==> src/rtl/inference_sequencer_pkg.sv <==
// Shared types and constants for the inference run controller: FSM states, RAM owner
// encoding and the ASCII bytes sent back over the UART.
package inference_sequencer_pkg;

  typedef enum logic [2:0] {
    S_IDLE,
    S_START,
    S_RUN,
    S_SEND,
    S_SEND_WAIT
  } state_t;

  typedef enum logic {
    OWN_LOADER = 1'b0,
    OWN_CNN    = 1'b1
  } owner_t;

  localparam logic [7:0] ASCII_ZERO  = 8'h30;
  localparam logic [7:0] ASCII_QMARK = 8'h3F;
  localparam logic [7:0] ASCII_ERR   = 8'h45;
  localparam int         IMG_SIZE    = 784;

  // Class indices outside 0..9 are reported as '?'.
  function automatic logic [7:0] digit_to_ascii(input logic [7:0] digit);
    if (digit > 8'd9) begin
      return ASCII_QMARK;
    end
    return ASCII_ZERO + digit;
  endfunction

endpackage

==> src/rtl/inference_sequencer_if.sv <==
// Bundle of loader, CNN, shared-RAM and UART-TX signals around the inference sequencer.
// master = the sequencer, slave = the surrounding system.
interface inference_sequencer_if #(
  parameter int ADDR_W  = 10,
  parameter int DATA_W  = 8,
  parameter int DIGIT_W = 4
);
  logic               weights_loaded;
  logic               ld_wr_en;
  logic [ADDR_W-1:0]  ld_wr_addr;
  logic [DATA_W-1:0]  ld_wr_data;
  logic               image_loaded;
  logic [ADDR_W-1:0]  cnn_rd_addr;
  logic               cnn_done;
  logic [DIGIT_W-1:0] cnn_digit;
  logic [ADDR_W-1:0]  ram_addr;
  logic [DATA_W-1:0]  ram_wr_data;
  logic               ram_wr_en;
  logic               cnn_start;
  logic [7:0]         tx_data;
  logic               tx_start;
  logic               tx_busy;
  logic               busy;
  logic [DIGIT_W-1:0] result_digit;
  logic               result_valid;
  logic               overrun;
  logic               timeout_err;

  modport master (
    input  weights_loaded, ld_wr_en, ld_wr_addr, ld_wr_data, image_loaded,
           cnn_rd_addr, cnn_done, cnn_digit, tx_busy,
    output ram_addr, ram_wr_data, ram_wr_en, cnn_start, tx_data, tx_start,
           busy, result_digit, result_valid, overrun, timeout_err
  );

  modport slave (
    output weights_loaded, ld_wr_en, ld_wr_addr, ld_wr_data, image_loaded,
           cnn_rd_addr, cnn_done, cnn_digit, tx_busy,
    input  ram_addr, ram_wr_data, ram_wr_en, cnn_start, tx_data, tx_start,
           busy, result_digit, result_valid, overrun, timeout_err
  );

endinterface

==> src/rtl/inference_sequencer_cycle_watchdog.sv <==
// Cycle counter guarding a CNN run: counts enabled cycles since the last clear and
// flags the cycle on which LIMIT enabled cycles have elapsed.
module cycle_watchdog #(
  parameter int LIMIT = 2000000
) (
  input  logic clk,
  input  logic rst,
  input  logic clr,
  input  logic en,
  output logic expired
);

  localparam int CNT_W = (LIMIT > 1) ? $clog2(LIMIT) : 1;

  logic [CNT_W-1:0] count_reg;

  assign expired = en && (count_reg == CNT_W'(LIMIT - 1));

  // Counter parks on the terminal value so a stalled owner cannot wrap it.
  always_ff @(posedge clk) begin
    if (rst || clr) begin
      count_reg <= '0;
    end else if (en && !expired) begin
      count_reg <= count_reg + 1'b1;
    end
  end

endmodule

==> src/rtl/inference_sequencer.sv <==
// Run controller for one MNIST inference: arbitrates the image RAM port, launches the CNN,
// guards it with a watchdog and reports the predicted digit as one ASCII byte.
module inference_sequencer
  import inference_sequencer_pkg::*;
#(
  parameter int ADDR_W      = 10,
  parameter int DATA_W      = 8,
  parameter int DIGIT_W     = 4,
  parameter int TIMEOUT_CYC = 2000000
) (
  input logic                  clk,
  input logic                  rst,
  inference_sequencer_if.master bus
);

  state_t             state_reg;
  owner_t             owner_reg;
  logic               cnn_start_reg;
  logic               tx_start_reg;
  logic [7:0]         tx_data_reg;
  logic [DIGIT_W-1:0] result_digit_reg;
  logic               result_valid_reg;
  logic               overrun_reg;
  logic               timeout_err_reg;
  logic               wd_clr;
  logic               wd_en;
  logic               wd_expired;

  assign wd_clr = (state_reg == S_START);
  assign wd_en  = (state_reg == S_RUN);

  cycle_watchdog #(
    .LIMIT(TIMEOUT_CYC)
  ) u_watchdog (
    .clk    (clk),
    .rst    (rst),
    .clr    (wd_clr),
    .en     (wd_en),
    .expired(wd_expired)
  );

  // Outside IDLE the CNN owns the port and every loader write is suppressed.
  assign bus.ram_addr    = (owner_reg == OWN_CNN) ? bus.cnn_rd_addr : bus.ld_wr_addr;
  assign bus.ram_wr_en   = (owner_reg == OWN_CNN) ? 1'b0 : bus.ld_wr_en;
  assign bus.ram_wr_data = bus.ld_wr_data;

  assign bus.cnn_start    = cnn_start_reg;
  assign bus.tx_start     = tx_start_reg;
  assign bus.tx_data      = tx_data_reg;
  assign bus.busy         = (state_reg != S_IDLE);
  assign bus.result_digit = result_digit_reg;
  assign bus.result_valid = result_valid_reg;
  assign bus.overrun      = overrun_reg;
  assign bus.timeout_err  = timeout_err_reg;

  always_ff @(posedge clk) begin
    if (rst) begin
      state_reg        <= S_IDLE;
      owner_reg        <= OWN_LOADER;
      cnn_start_reg    <= 1'b0;
      tx_start_reg     <= 1'b0;
      tx_data_reg      <= '0;
      result_digit_reg <= '0;
      result_valid_reg <= 1'b0;
      overrun_reg      <= 1'b0;
      timeout_err_reg  <= 1'b0;
    end else begin
      cnn_start_reg    <= 1'b0;
      result_valid_reg <= 1'b0;

      if ((state_reg != S_IDLE) && (bus.ld_wr_en || bus.image_loaded)) begin
        overrun_reg <= 1'b1;
      end

      case (state_reg)
        S_IDLE: begin
          owner_reg <= OWN_LOADER;
          if (bus.image_loaded && bus.weights_loaded) begin
            state_reg     <= S_START;
            owner_reg     <= OWN_CNN;
            cnn_start_reg <= 1'b1;
          end
        end

        S_START: begin
          state_reg <= S_RUN;
        end

        // A done pulse on the expiry cycle still counts as a valid result.
        S_RUN: begin
          if (bus.cnn_done) begin
            result_digit_reg <= bus.cnn_digit;
            result_valid_reg <= 1'b1;
            tx_data_reg      <= digit_to_ascii(8'(bus.cnn_digit));
            state_reg        <= S_SEND;
          end else if (wd_expired) begin
            timeout_err_reg <= 1'b1;
            tx_data_reg     <= ASCII_ERR;
            state_reg       <= S_SEND;
          end
        end

        S_SEND: begin
          if (!bus.tx_busy) begin
            tx_start_reg <= 1'b1;
            state_reg    <= S_SEND_WAIT;
          end
        end

        // First cycle here is the tx_start cycle; the UART has not raised busy yet.
        S_SEND_WAIT: begin
          if (tx_start_reg) begin
            tx_start_reg <= 1'b0;
          end else if (!bus.tx_busy) begin
            state_reg <= S_IDLE;
            owner_reg <= OWN_LOADER;
          end
        end

        default: begin
          state_reg <= S_IDLE;
          owner_reg <= OWN_LOADER;
        end
      endcase
    end
  end

endmodule
==> src/flat_wrapper.sv <==
// flat-port wrapper written by rule: the top's interface ports become plain ports
module inference_sequencer_flat import inference_sequencer_pkg::*;
#(
  parameter int ADDR_W      = 10,
  parameter int DATA_W      = 8,
  parameter int DIGIT_W     = 4,
  parameter int TIMEOUT_CYC = 2000000
)
  (clk, rst, bus_weights_loaded, bus_ld_wr_en, bus_ld_wr_addr, bus_ld_wr_data, bus_image_loaded, bus_cnn_rd_addr, bus_cnn_done, bus_cnn_digit, bus_tx_busy, bus_ram_addr, bus_ram_wr_data, bus_ram_wr_en, bus_cnn_start, bus_tx_data, bus_tx_start, bus_busy, bus_result_digit, bus_result_valid, bus_overrun, bus_timeout_err);
  inference_sequencer_if #(.ADDR_W(ADDR_W), .DATA_W(DATA_W), .DIGIT_W(DIGIT_W)) bus_i ();
  input logic clk;
  input logic rst;
  input wire logic [$bits(bus_i.weights_loaded)-1:0] bus_weights_loaded;
  input wire logic [$bits(bus_i.ld_wr_en)-1:0] bus_ld_wr_en;
  input wire logic [$bits(bus_i.ld_wr_addr)-1:0] bus_ld_wr_addr;
  input wire logic [$bits(bus_i.ld_wr_data)-1:0] bus_ld_wr_data;
  input wire logic [$bits(bus_i.image_loaded)-1:0] bus_image_loaded;
  input wire logic [$bits(bus_i.cnn_rd_addr)-1:0] bus_cnn_rd_addr;
  input wire logic [$bits(bus_i.cnn_done)-1:0] bus_cnn_done;
  input wire logic [$bits(bus_i.cnn_digit)-1:0] bus_cnn_digit;
  input wire logic [$bits(bus_i.tx_busy)-1:0] bus_tx_busy;
  output wire logic [$bits(bus_i.ram_addr)-1:0] bus_ram_addr;
  output wire logic [$bits(bus_i.ram_wr_data)-1:0] bus_ram_wr_data;
  output wire logic [$bits(bus_i.ram_wr_en)-1:0] bus_ram_wr_en;
  output wire logic [$bits(bus_i.cnn_start)-1:0] bus_cnn_start;
  output wire logic [$bits(bus_i.tx_data)-1:0] bus_tx_data;
  output wire logic [$bits(bus_i.tx_start)-1:0] bus_tx_start;
  output wire logic [$bits(bus_i.busy)-1:0] bus_busy;
  output wire logic [$bits(bus_i.result_digit)-1:0] bus_result_digit;
  output wire logic [$bits(bus_i.result_valid)-1:0] bus_result_valid;
  output wire logic [$bits(bus_i.overrun)-1:0] bus_overrun;
  output wire logic [$bits(bus_i.timeout_err)-1:0] bus_timeout_err;
  assign bus_i.weights_loaded = bus_weights_loaded;
  assign bus_i.ld_wr_en = bus_ld_wr_en;
  assign bus_i.ld_wr_addr = bus_ld_wr_addr;
  assign bus_i.ld_wr_data = bus_ld_wr_data;
  assign bus_i.image_loaded = bus_image_loaded;
  assign bus_i.cnn_rd_addr = bus_cnn_rd_addr;
  assign bus_i.cnn_done = bus_cnn_done;
  assign bus_i.cnn_digit = bus_cnn_digit;
  assign bus_i.tx_busy = bus_tx_busy;
  assign bus_ram_addr = bus_i.ram_addr;
  assign bus_ram_wr_data = bus_i.ram_wr_data;
  assign bus_ram_wr_en = bus_i.ram_wr_en;
  assign bus_cnn_start = bus_i.cnn_start;
  assign bus_tx_data = bus_i.tx_data;
  assign bus_tx_start = bus_i.tx_start;
  assign bus_busy = bus_i.busy;
  assign bus_result_digit = bus_i.result_digit;
  assign bus_result_valid = bus_i.result_valid;
  assign bus_overrun = bus_i.overrun;
  assign bus_timeout_err = bus_i.timeout_err;
  inference_sequencer #(.ADDR_W(ADDR_W), .DATA_W(DATA_W), .DIGIT_W(DIGIT_W), .TIMEOUT_CYC(TIMEOUT_CYC)) u_core (.clk(clk), .rst(rst), .bus(bus_i));
endmodule
==> config.mk <==
export PLATFORM = sky130hd
export DESIGN_NAME = inference_sequencer_flat
export DESIGN_NICKNAME = d
export VERILOG_FILES = /design/src/rtl/inference_sequencer_pkg.sv /design/src/rtl/inference_sequencer_if.sv /design/src/rtl/inference_sequencer_cycle_watchdog.sv /design/src/rtl/inference_sequencer.sv /design/src/flat_wrapper.sv
export SDC_FILE = /design/constraint.sdc
export NUM_CORES = 1
export LEC_CHECK = 0
export BUFFER_PORTS_ARGS = -buffer_cell sky130_fd_sc_hd__buf_2
export CAP_MARGIN = 40
export CORE_ASPECT_RATIO = 1.4
export CORE_UTILIZATION = 32
export DETAILED_ROUTE_END_ITERATION = 7
export GPL_TIMING_DRIVEN = 0
export MAX_ROUTING_LAYER = met4
export PLACE_DENSITY = 0.58
export SLEW_MARGIN = 30
export SYNTH_ARGS = -nofsm -noshare
export SYNTH_HDL_FRONTEND = slang
export SYNTH_SLANG_ARGS = --single-unit
==> constraint.sdc <==
create_clock -name clk -period 5.1 [get_ports clk]
set_input_delay 1.275 -clock clk [delete_from_list [all_inputs] [get_ports clk]]
set_output_delay 1.275 -clock clk [all_outputs]
set_load 0.02 [all_outputs]
[After elaboration in Yosys (flattened, before gate mapping)]
Cells that the tools add are included.
Cells by class
  add/subtract/negate cells: 2
  order comparisons: 1
  equality and inequality tests: 10
  multiplexer cells: 24
  bitwise gates (word level): 4
  reduce and logical (&&, ||, !) cells: 20
Operators by type and width (count)
  8-bit two-way mux: 4
  21-bit by 1-bit adder with 21-bit output, second input constant: 1
  21-bit equality test, second input constant: 1
  3-bit two-way mux: 6
  3-bit case mux with 5 select lines: 1
  1-bit two-way mux: 10
  10-bit two-way mux: 1
  6-bit by 4-bit adder with 7-bit output, first input constant: 1
  3-bit by 2-bit equality test with 1-bit output, second input constant: 2
  2-bit != test, second input constant: 3
  2-bit AND reduction: 3
  3-bit AND reduction: 2
  5-bit AND reduction: 1
  4-bit greater-than comparator, second input constant: 1
  1-bit logical AND: 4
  1-bit NOT: 4
  2-bit nonzero test: 2
  2-bit OR reduction: 2
  3-bit by 1-bit equality test with 1-bit output, second input constant: 1
  3-bit equality test, second input constant: 1
  3-bit logical NOT: 1
  3-bit by 2-bit != test with 1-bit output, second input constant: 1
  1-bit case mux with 3 select lines: 1
  3-bit nonzero test: 1
  5 further kinds: 6
Word-level totals
  register bits: 42
  bits of input ports: 39
  output and inout bits: 37
  word-level logic and storage cells: 71

[Depth between registers and ports, before layout]
  depth in word-level cells: 7
  gate-level depth with buffers: 6
  gate-level depth less buffers: 6

[By module]
A second synthesis with hierarchy kept.
Unflattened totals
  cells, all modules: 235
  area total of the unflattened synthesis: 2052.0 um2
By module, submodules not included
  cycle_watchdog: instances 1, cells each 121, area each 1052.3 um2, sequential area each 420.4 um2
  inference_sequencer: instances 1, cells each 114, area each 999.7 um2, sequential area each 380.4 um2

[Worst setup path before layout]
OpenSTA, ideal clock, no wires.
  path kind: input port to output port
  start: input bus_ld_wr_en
  end: output bus_ram_wr_en
  arrival: 1.602 ns
  required time: 3.825 ns
  path slack: 2.223 ns
  stages: 1
  buffers on the path: 0
  cell sequence: nor2b_1
Between the ends
  word-level cells in the longest chain between the ends: 1
RTL lines
  start, declared: RTL line flat_wrapper.sv:14  | input wire logic [$bits(bus_i.ld_wr_en)-1:0] bus_ld_wr_en;
  1-bit two-way mux: RTL line inference_sequencer.sv:44  | assign bus.ram_wr_en = (owner_reg == OWN_CNN) ? 1'b0 : bus.ld_wr_en;
  end, declared: RTL line flat_wrapper.sv:24  | output wire logic [$bits(bus_i.ram_wr_en)-1:0] bus_ram_wr_en;
No other way between the ends.

[Final worst setup path]
  start: input bus_cnn_rd_addr[6]
  end: output bus_ram_addr[6]
Between the ends
  word-level cells in the longest chain between the ends: 1
RTL lines
  start, declared: RTL line flat_wrapper.sv:18  | input wire logic [$bits(bus_i.cnn_rd_addr)-1:0] bus_cnn_rd_addr;
  10-bit two-way mux: RTL line inference_sequencer.sv:43  | assign bus.ram_addr = (owner_reg == OWN_CNN) ? bus.cnn_rd_addr : bus.ld_wr_addr;
  end, declared: RTL line flat_wrapper.sv:22  | output wire logic [$bits(bus_i.ram_addr)-1:0] bus_ram_addr;
No other way between the ends.

==> out/results.ini <==
[clocking]
hold_buffers=0
clkLatencyLatePin_ps=300
cts_tree=done
clockBufferDepth=2
clk_pin_slew_ps=80
htree_num_levels=2
cts_setup_buffers=0
clock-sinks=40
numCtsBuffers=5
cts-resized-gates=0
cts_root_buffer=clkbuf_8

[detailed_routing]
vias=1919
routed_via_density=5.10
drtIter0Drc=44
drtPass1Iterations=4
drt-total-wl_mm=4.79
detail-route-antenna-nets=0
drc=0
wl_per_cell_um=12.7

[worst_setup_path]
cp.arrival_ps=1780
r2r-start=u_core.u_watchdog.count_reg[9]
cp_cell_sequence=buf_2 > mux2_2 > buf_2
reg2reg_slack_ps=3030
max_stage_delay_ps=260
crit_path_start_kind=input pin
end_kind=primary output
path_buf_inv=2
crit_type=in -> out
path_common_cell=buf_2
regToRegEndpoint=u_core.u_watchdog.count_reg[2]
timing.critical_path.required_ps=3830
crit_family=buffers and inverters
reg2reg_depth=6
worst_path_max_delay_cell=mux2_2
path_max_fanout=1

[worst_hold_path]
min_to=u_core.bus.overrun
hold_start=u_core.bus.overrun
whs_path_depth=2
hold_path.class=reg -> reg

[sta]
tns_ps=0
period_share_pct=60.0
finClkSkew_ps=9.70
grt_setup_unrepaired=no
slew_violations=0
final.min_clock_period_ps=3060
worstMarginPinSlew_ps=658
maxSlewHeadroom_pct=56.0
final_hold_viol_count=0
finalSetupViolations=0
fmax_mhz=327

[synthesis]
synthCells=232
syn-num-nets=272
async_flop_share_pct=0
ys_warn_count=0
syn_area_um2=1970
synth_edf_count=0
avgSynthCellArea_um2=8.50
synthFlopType=dfxtp_1
ys_ff_latch=40
synth.distinct_cells=43
ys_seq_area_share_pct=40.6

[final_layout]
syn2layout_area_growth_pct=26.8
fillers=607
antenna_cells=0
final_cell_area_um2=2500
fin_nets=345
drive_gt1_share_pct=33.3
largest_register_ffs=21

[floorplanning]
rows=33
dieArea_um2=6490
top_level_ports=76
initial_utilization_pct=33.4
die_y_um=94.9
die_w_um=68.4
core_area_um2=5900

[job]
cap_violations=0

[global_routing]
grt_pass1_wl_mm=8.09
overflow=0
grt_antenna_before_repair=0
grt_max_degree=14
grt_pass1_vias=1942
grtUsageTotal_pct=16.9

[place]
gp_congestion=0.775
dpl.hpwl_mm=3.60
dpl-instance-area_um2=2390
io_buffers=66

[power]
ir_drop_mv=0.112
p_per_area_nw_per_um2=282
power.leakage_nw=1.04

[status]
status=complete, no violations

[layout make-up]
cell class              count  area, um2  area share, %
plain buffers              21        123           4.90
clock buffers               5       68.8           2.75
clock inverters             3       42.5           1.70
inverters                   4       15.0          0.600
multi-input cells         167       1030           41.3
flip-flops and latches     40        801           32.0
well taps                  70       87.6           3.50
repair buffers             66        330           13.2
[synthesized netlist by cell type (6+ instances only)]
library cell   n  area [um2]
dfxtp_1       40         801
a21oi_1       24         120
nor2_1        21        78.8
nand2_1       16        60.1
nand3_1       14        70.1
o21ai_0       13        65.1
xor2_1        12         105
buf_4         11        82.6
mux2_2        10         113
clkbuf_1       7        26.3
nand4_1        7        43.8
or3_1          7        43.8
and3_1         6        37.5
[metal layers]
metal | part of all wire (%) | wire (um) | global-route usage [%] | vias to the layer above
li1 | - | - | - | 963
met1 | 39 | 1890 | 16.5 | 879
met2 | 54 | 2600 | 30.6 | 71
met3 | 4.9 | 235 | 3.86 | 6
met4 | 1.5 | 70 | 7.81 | 0
met5 | 0 | 0 | - | -
[report_power, final]
part	internal [mW]	switching, mW
logic	0.0476	0.0692
clock network	0.145	0.117
registers	0.321	0.00637
total	0.514	0.193
[worst register-to-register path, stage by stage (launching register included)]
cell	delay, ps
dfxtp_1	350
nor4b_1	350
nand3_1	250
nor3_2	480
buf_4	260
nor2_1	50
a311oi_1	250
[cell usage in the layout (no fill, tap or decap), types with 2 or more instances in the layout]
cell type  Yosys  final
buf_2          2     68
dfxtp_1       40     40
a21oi_1       24     24
nor2_1        21     21
nand2_1       16     16
nand3_1       14     14
o21ai_0       13     13
xor2_1        12     12
buf_4         11     11
mux2_2        10     10
clkbuf_1       7      7
nand4_1        7      7
or3_1          7      7
and3_1         6      6
clkbuf_8       0      5
inv_1          4      4
nor3_1         3      3
nor2b_1        2      2
and2_1         2      2
nor4b_1        2      2
o41ai_1        2      2
nand3b_1       2      2
o211ai_1       2      2
o21a_1         2      2
nor4_1         2      2
[worst max path at each step]
| stage | from | endpoint | slack (ps) | cells after the start |
|---|---|---|---|---|
| 2_1_floorplan | bus_ld_wr_en | bus_ram_wr_en | 2220 | 1 |
| 3_3_place_gp | bus_cnn_rd_addr[6] | bus_ram_addr[6] | 2050 | 3 |
| 3_5_place_dp | bus_cnn_rd_addr[6] | bus_ram_addr[6] | 2040 | 3 |
| 4_1_cts | bus_cnn_rd_addr[6] | bus_ram_addr[6] | 2040 | 3 |
| 5_1_grt | bus_ld_wr_addr[2] | bus_ram_addr[2] | 2030 | 3 |
| 6_report | bus_cnn_rd_addr[6] | bus_ram_addr[6] | 2040 | 3 |
[per-stage QoR]
step	instances	total power, mW	hold slack [ps]	setup slack [ps]	util, %
3_3_place_gp	368	0.452	437	2050	40.5
2_1_floorplan	232	0.411	467	2220	-
3_5_place_dp	368	0.453	445	2040	40.5
4_1_cts	376	0.715	458	2040	42.4
5_1_grt	376	0.742	479	2030	42.4
6_report	376	0.706	454	2040	42.4
[cell families (layout without fill, tap and decap cells)]
group           after synthesis  count (layout)  share of synthesized area [%]
simple gates                 94              94                           26.3
compound gates               49              49                           14.3
flops                        40              40                           40.6
buf+inv                      25              99                           6.98
xor+xnor                     12              12                           5.33
mux                          10              10                           5.71
fa+ha+maj                     1               1                          0.634
other cells                   1               1                          0.190
(Power assumes the default switching activity.)
